`src/rtl/slider_movegen.sv`:
```
// Sliding-piece successor generator. Loads a board from SDRAM, walks the enabled ray directions
// from the origin square, and writes one full successor board per pseudo-legal move.
module slider_movegen #(
  parameter int unsigned BOARD_DIM = 8,
  parameter int unsigned DATA_W    = 32,
  parameter int unsigned ADDR_W    = 32
) (
  input  logic              clk,
  input  logic              rst,
  // CPU-facing register slave
  output logic              slave_waitrequest,
  input  logic [3:0]        slave_address,
  input  logic              slave_read,
  output logic [DATA_W-1:0] slave_readdata,
  input  logic              slave_write,
  input  logic [DATA_W-1:0] slave_writedata,
  // SDRAM-facing master
  input  logic              master_waitrequest,
  output logic [ADDR_W-1:0] master_address,
  output logic              master_read,
  input  logic [DATA_W-1:0] master_readdata,
  input  logic              master_readdatavalid,
  output logic              master_write,
  output logic [DATA_W-1:0] master_writedata
);

  localparam int unsigned NSQ  = BOARD_DIM * BOARD_DIM;
  localparam int unsigned IDXW = $clog2(NSQ);
  localparam int unsigned IW   = $clog2(BOARD_DIM);
  // Signed coordinate width: must hold -1 and BOARD_DIM after a step off the edge.
  localparam int unsigned CW   = IW + 2;
  localparam int unsigned SW   = IW + 1;

  localparam logic signed [CW-1:0] DimS     = CW'(BOARD_DIM);
  localparam logic signed [CW-1:0] One      = CW'(1);
  localparam logic signed [CW-1:0] MinusOne = {CW{1'b1}};

  typedef enum logic [3:0] {
    StIdle,
    StLoadReq,
    StLoadWait,
    StOrigin,
    StNextDir,
    StStep,
    StCheck,
    StEmit,
    StWrite,
    StDone
  } state_e;

  state_e state_q;

  logic [ADDR_W-1:0] src_q, dest_q, base_q;
  logic [IW-1:0]     x_q, y_q;
  logic [7:0]        dir_mask_q, dir_left_q;
  logic [DATA_W-1:0] range_q, max_boards_q, board_count_q;
  logic              overflow_q, busy_q, done_q;
  logic [7:0]        board_q [NSQ];
  logic [7:0]        piece_q;
  logic [IDXW-1:0]   j_q, org_idx_q, tgt_idx_q;
  logic signed [CW-1:0] tx_q, ty_q, dx_q, dy_q;
  logic [SW-1:0]     step_q;
  logic              ending_q;

  logic              parked, start;
  logic [IDXW-1:0]   org_idx, tgt_idx, nxt_j;
  logic [7:0]        tgt_val, nxt_val;
  logic [DATA_W-1:0] nxt_word, range_eff;
  logic              tgt_in, too_far, friendly;
  logic              nd_found;
  logic [2:0]        nd_idx;
  logic signed [CW-1:0] nd_dx, nd_dy;
  logic              unused_rdata;

  assign unused_rdata = ^master_readdata[DATA_W-1:8];

  // Slave never stalls outside reset.
  assign slave_waitrequest = rst;

  assign parked = (state_q == StIdle) || (state_q == StDone);
  assign start  = slave_write && (slave_address == 4'd0) && parked;

  // Register read mux, combinational from state.
  always_comb begin
    slave_readdata = '0;
    if (slave_address == 4'd0) begin
      slave_readdata = board_count_q;
    end else if (slave_address == 4'd8) begin
      slave_readdata = {{(DATA_W - 3){1'b0}}, overflow_q, busy_q, done_q};
    end
  end

  // Square geometry: origin/target indices, bounds, range and colour tests.
  always_comb begin
    org_idx   = IDXW'(y_q) * IDXW'(BOARD_DIM) + IDXW'(x_q);
    tgt_idx   = IDXW'(ty_q[IW-1:0]) * IDXW'(BOARD_DIM) + IDXW'(tx_q[IW-1:0]);
    tgt_val   = board_q[tgt_idx];
    tgt_in    = !tx_q[CW-1] && (tx_q < DimS) && !ty_q[CW-1] && (ty_q < DimS);
    range_eff = (range_q == '0) ? DATA_W'(BOARD_DIM - 1) : range_q;
    too_far   = DATA_W'(step_q) > range_eff;
    friendly  = (tgt_val != '0) && (tgt_val[7] == piece_q[7]);
  end

  // Lowest remaining enabled direction and its unit delta.
  always_comb begin
    nd_found = 1'b0;
    nd_idx   = '0;
    for (int k = 7; k >= 0; k--) begin
      if (dir_left_q[k]) begin
        nd_found = 1'b1;
        nd_idx   = 3'(k);
      end
    end
    nd_dx = '0;
    nd_dy = '0;
    case (nd_idx)
      3'd0: nd_dy = One;
      3'd1: nd_dy = MinusOne;
      3'd2: nd_dx = MinusOne;
      3'd3: nd_dx = One;
      3'd4: begin nd_dx = One;      nd_dy = One;      end
      3'd5: begin nd_dx = MinusOne; nd_dy = One;      end
      3'd6: begin nd_dx = One;      nd_dy = MinusOne; end
      default: begin nd_dx = MinusOne; nd_dy = MinusOne; end
    endcase
  end

  // Next successor-board word: origin vacated, mover placed on target, rest copied.
  always_comb begin
    nxt_j = (state_q == StWrite) ? j_q + IDXW'(1) : '0;
    if (nxt_j == org_idx_q) begin
      nxt_val = '0;
    end else if (nxt_j == tgt_idx_q) begin
      nxt_val = piece_q;
    end else begin
      nxt_val = board_q[nxt_j];
    end
    nxt_word = {{(DATA_W - 8){nxt_val[7]}}, nxt_val};
  end

  // Control FSM with registered bus outputs and config registers.
  always_ff @(posedge clk or posedge rst) begin
    if (rst) begin
      state_q          <= StIdle;
      src_q            <= '0;
      dest_q           <= '0;
      base_q           <= '0;
      x_q              <= '0;
      y_q              <= '0;
      dir_mask_q       <= '0;
      dir_left_q       <= '0;
      range_q          <= '0;
      max_boards_q     <= '0;
      board_count_q    <= '0;
      overflow_q       <= 1'b0;
      busy_q           <= 1'b0;
      done_q           <= 1'b0;
      piece_q          <= '0;
      j_q              <= '0;
      org_idx_q        <= '0;
      tgt_idx_q        <= '0;
      tx_q             <= '0;
      ty_q             <= '0;
      dx_q             <= '0;
      dy_q             <= '0;
      step_q           <= '0;
      ending_q         <= 1'b0;
      master_address   <= '0;
      master_read      <= 1'b0;
      master_write     <= 1'b0;
      master_writedata <= '0;
      for (int k = 0; k < NSQ; k++) board_q[k] <= '0;
    end else begin
      // Configuration only lands while no run is in flight.
      if (slave_write && parked) begin
        case (slave_address)
          4'd1: src_q        <= ADDR_W'(slave_writedata);
          4'd2: dest_q       <= ADDR_W'(slave_writedata);
          4'd3: x_q          <= slave_writedata[IW-1:0];
          4'd4: y_q          <= slave_writedata[IW-1:0];
          4'd5: dir_mask_q   <= slave_writedata[7:0];
          4'd6: range_q      <= slave_writedata;
          4'd7: max_boards_q <= slave_writedata;
          default: ;
        endcase
      end

      if (start) begin
        board_count_q  <= '0;
        overflow_q     <= 1'b0;
        done_q         <= 1'b0;
        busy_q         <= 1'b1;
        j_q            <= '0;
        master_read    <= 1'b1;
        master_address <= src_q;
        state_q        <= StLoadReq;
      end else begin
        case (state_q)
          StIdle: ;
          StLoadReq: begin
            if (!master_waitrequest) begin
              master_read <= 1'b0;
              state_q     <= StLoadWait;
            end
          end
          StLoadWait: begin
            if (master_readdatavalid) begin
              board_q[j_q] <= master_readdata[7:0];
              if (j_q == IDXW'(NSQ - 1)) begin
                state_q <= StOrigin;
              end else begin
                j_q            <= j_q + IDXW'(1);
                master_read    <= 1'b1;
                master_address <= src_q + ADDR_W'(j_q) + ADDR_W'(1);
                state_q        <= StLoadReq;
              end
            end
          end
          StOrigin: begin
            org_idx_q  <= org_idx;
            piece_q    <= board_q[org_idx];
            dir_left_q <= dir_mask_q;
            if (board_q[org_idx] == '0) begin
              busy_q  <= 1'b0;
              done_q  <= 1'b1;
              state_q <= StDone;
            end else begin
              state_q <= StNextDir;
            end
          end
          StNextDir: begin
            if (nd_found) begin
              dir_left_q[nd_idx] <= 1'b0;
              dx_q    <= nd_dx;
              dy_q    <= nd_dy;
              tx_q    <= CW'(x_q);
              ty_q    <= CW'(y_q);
              step_q  <= '0;
              state_q <= StStep;
            end else begin
              busy_q  <= 1'b0;
              done_q  <= 1'b1;
              state_q <= StDone;
            end
          end
          StStep: begin
            tx_q    <= tx_q + dx_q;
            ty_q    <= ty_q + dy_q;
            step_q  <= step_q + SW'(1);
            state_q <= StCheck;
          end
          StCheck: begin
            if (!tgt_in || too_far || friendly) begin
              state_q <= StNextDir;
            end else begin
              tgt_idx_q <= tgt_idx;
              // A capture is the last square of this ray.
              ending_q  <= (tgt_val != '0);
              state_q   <= StEmit;
            end
          end
          StEmit: begin
            if ((max_boards_q != '0) && (board_count_q == max_boards_q)) begin
              overflow_q <= 1'b1;
              busy_q     <= 1'b0;
              done_q     <= 1'b1;
              state_q    <= StDone;
            end else begin
              base_q           <= dest_q + ADDR_W'(board_count_q) * ADDR_W'(NSQ);
              master_address   <= dest_q + ADDR_W'(board_count_q) * ADDR_W'(NSQ);
              master_writedata <= nxt_word;
              master_write     <= 1'b1;
              j_q              <= '0;
              state_q          <= StWrite;
            end
          end
          StWrite: begin
            if (!master_waitrequest) begin
              if (j_q == IDXW'(NSQ - 1)) begin
                master_write  <= 1'b0;
                board_count_q <= board_count_q + DATA_W'(1);
                state_q       <= ending_q ? StNextDir : StStep;
              end else begin
                j_q              <= nxt_j;
                master_address   <= base_q + ADDR_W'(nxt_j);
                master_writedata <= nxt_word;
              end
            end
          end
          StDone: begin
            if (slave_read && (slave_address == 4'd0)) begin
              done_q  <= 1'b0;
              state_q <= StIdle;
            end
          end
          default: state_q <= StIdle;
        endcase
      end
    end
  end

endmodule
```
`config.mk`:
```
export PLATFORM = sky130hd
export DESIGN_NAME = slider_movegen
export DESIGN_NICKNAME = d
export VERILOG_FILES = /design/src/rtl/slider_movegen.sv
export SDC_FILE = /design/constraint.sdc
export NUM_CORES = 2
export LEC_CHECK = 0
export ABC_AREA = 1
export BUFFER_PORTS_ARGS = -buffer_cell sky130_fd_sc_hd__clkbuf_2
export CAP_MARGIN = 20
export CORE_MARGIN = 2
export CORE_UTILIZATION = 30
export DETAILED_ROUTE_END_ITERATION = 10
export SLEW_MARGIN = 20
export SYNTH_ARGS = -nofsm -noshare
export SYNTH_HDL_FRONTEND = slang
export SYNTH_SLANG_ARGS = --single-unit
```
`constraint.sdc`:
```
create_clock -name clk -period 65.8 [get_ports clk]
set_clock_uncertainty 0.1 [all_clocks]
set_input_delay 13.16 -clock clk [delete_from_list [all_inputs] [get_ports clk]]
set_output_delay 13.16 -clock clk [all_outputs]
set_load 0.005 [all_outputs]
```
==> flow_metrics.tcl <==
set metrics [dict create \
    status "complete, no violations" \
    grt_max_degree 166 \
    cts_resized 0 \
    yosysWarnings 0 \
    postSynthAreaPerCell_sq_um 6.921 \
    power.share.combinational_pct 45.2 \
    wl_microns 197800 \
    synth.area.top_cells "dfrtp_1 41%, nand2_1 18%, o21ai_0 9.6%" \
    first_global_vias 48038 \
    slew_headroom_pct 21.89 \
    io_buffer_count 148 \
    seq_area_frac_synth_pct 41.04 \
    final.min_clock_period_ns 27.64 \
    crit_fanout 33 \
    layout_commonest_cell "nand2_1" \
    power.internal_mw 1.259 \
    coreArea_sq_um 165200 \
    end_kind "output port" \
    place.gp.congestion 0.9286 \
    r2r_start "state_q[0]" \
    arrival_ns 14.38 \
    drtIter0Drc 5954 \
    hold_violations 0 \
    cts-root-buf "clkbuf_16" \
    powerDensity_nw_per_um2 43.59 \
    syn_nets 7355 \
    p_seq_share_pct 32.2 \
    crit_path_start_kind "input port" \
    swShare_pct 47.82 \
    io-pin-count 173 \
    initial_core_util_pct 30.27 \
    ff2ff_path_depth 16 \
    multiInputGateArea_sq_um 25780 \
    ant_nets 0 \
    regArea_sq_um 20540 \
    tightest_slew_ns 1.168 \
    ys_ff_latch 820 \
    postLayoutCellArea_sq_um 55370 \
    max_freq_mhz 36.17 \
    netlist.area_leader.share_pct 41.04 \
    power.leakage_nw 24.25 \
    post_cts_buffers 0 \
    rsz0062_at_grt "false" \
    cts_hold_buf 0 \
    fp.dieArea_sq_um 169900 \
    drive_above_1_share_pct 6.679 \
    vias_per_cell 5.506 \
    final_cell_mix "2361 x nand2_1, 963 x o21ai_0, 949 x nand3_1, 813 x dfrtp_1, 408 x inv_1" \
    crit_start "slave_address[3]" \
    grt-ovfl-total 0 \
    cts_made_buffers 95 \
    syn2layout_area_growth_pct 10.75 \
    synth_flop_cell "dfrtp_1" \
    hold_depth 2 \
    cts.clk_slew.worst_paths_ns 0.06 \
    cts_tree "done" \
    rows 149 \
    htree_levels 3 \
    vdd.ir_drop.worst_mv 0.04283 \
    hp-class "register to register" \
    dp_hpwl_microns 124500 \
    drc_errors 0 \
    cts.sinks 820 \
    power.switching_mw 1.154 \
    finalSetupTns_ns 0 \
    synth_cell_type_count 57 \
    vias 51380 \
    slew_violations 0 \
    num_antenna_cells 0 \
    synth_top_cell_by_area "dfrtp_1" \
    synthArstFlopShare_pct 100.0 \
    routedWlPerCell_microns 21.20 \
    synth_edf_count 0 \
    grt_pass1_wl_microns 299000 \
    finalCritPeriodShare_pct 42.01 \
    antenna_found_initial 3 \
    grt.total_usage_pct 22.75 \
    max-cap-violations 0 \
    drt-pass1-iter-count 9 \
    die_h_microns 412.2 \
    setup_viol 0 \
    clkLatencyLatePin_ns 0.75 \
    mappedNetlistArea_sq_um 49990 \
    dpl_cell_area_sq_um 52190 \
    min-delay-start "master_writedata[0]" \
    cts_buffer_depth 3 \
    fin_nets 7197 \
    syn_inst 7224 \
    nFillCells 17817 \
    p_clk_share_pct 22.6 \
    die_width_microns 412.2 \
    path_class "input port to output port" \
    cp.required_ns 52.54 \
]
## final timing paths
check | to | slack [ns]
max in group asynchronous | board_q[59] | 49.19
max | slave_readdata[2] | 38.16
min reg2reg | master_writedata[0] | 0.38
min | master_writedata[0] | 0.38
max reg2reg | master_writedata[1] | 59.35
min in group asynchronous | board_q[325] | 12.46
## kinds of logic after synthesis
| kind of cell | share of synthesized area (%) |
|---|---|
| simple gates | 32.68 |
| compound gates | 15.65 |
| buf+inv | 7.481 |
| flops | 41.04 |
| xor+xnor | 1.489 |
| fa+ha+maj | 1.502 |
| mux | 0.1552 |
## Yosys cell counts, types with 17 or more instances
| cell | n |
|---|---|
| nand2_1 | 2364 |
| o21ai_0 | 963 |
| nand3_1 | 949 |
| dfrtp_1 | 820 |
| inv_1 | 414 |
| nor2_1 | 334 |
| clkbuf_1 | 304 |
| a21oi_1 | 239 |
| o211ai_1 | 120 |
| buf_2 | 106 |
| nand4_1 | 82 |
| nor3_1 | 62 |
| xor2_1 | 62 |
| ha_1 | 52 |
| buf_1 | 49 |
| nor4_1 | 34 |
| buf_4 | 29 |
| xnor2_1 | 23 |
| o22ai_1 | 18 |
| or2_2 | 18 |
| clkinv_1 | 17 |
## power groups by stage
stage / clock network [mW] / logic, mW / registers, mW
global route: 0.575 / 1.18 / 0.793
CTS: 0.554 / 1.05 / 0.772
global placement: 0 / 1.04 / 0.776
floorplan: 0 / 0.716 / 0.717
detailed placement: 0 / 1.05 / 0.779
finish: 0.546 / 1.09 / 0.777
## flip-flops by register name, indices dropped and copies added, names as in the netlist, 4 cells and up
register          flops
board_q             512
master_address       32
dir_mask_q            8
tgt_idx_q             6
j_q                   6
dest_q               32
master_writedata      8
ty_q                  5
src_q                32
max_boards_q         32
step_q                4
org_idx_q             6
tx_q                  5
piece_q               8
state_q               4
board_count_q        32
range_q              32
dir_left_q            8
base_q               32
## per-layer routing
metal	share of wire (%)	track usage, %	vias to the layer above	routed length, microns
met5	0.020	0	-	39
met4	5.5	11.96	6	10930
met3	10	5.272	607	20570
met2	42	33.91	2807	84030
met1	42	30.56	24236	82260
li1	-	-	23724	-
## through the flow
step	instances	setup slack (ns)	power [mW]	hold WS, ns	util [%]
3_5_place_dp	9158	38.14	1.826	0.3658	31.60
5_1_grt	9331	38.04	2.546	0.4013	33.52
3_3_place_gp	9156	38.20	1.813	0.3648	31.57
6_report	9331	38.16	2.414	0.3836	33.52
4_1_cts	9331	38.14	2.377	0.3857	33.52
2_1_floorplan	7224	29.51	1.433	0.3418	-
## final cells by class
type	count	area share, %
clock buffer	140	5.127
clock inverter	33	0.6101
sequential	820	37.10
inverter	442	3.048
multi-input combinational	5473	46.55
tap	2189	4.947
timing repair buffer	234	2.615
## worst max-delay path, cell delays in order
cell,delay (ns)
clkbuf_2,0.10
nor2_2,0.23
nand2_2,0.41
o22ai_1,0.31
clkbuf_2,0.15
Power figures use the tool's default switching activity.
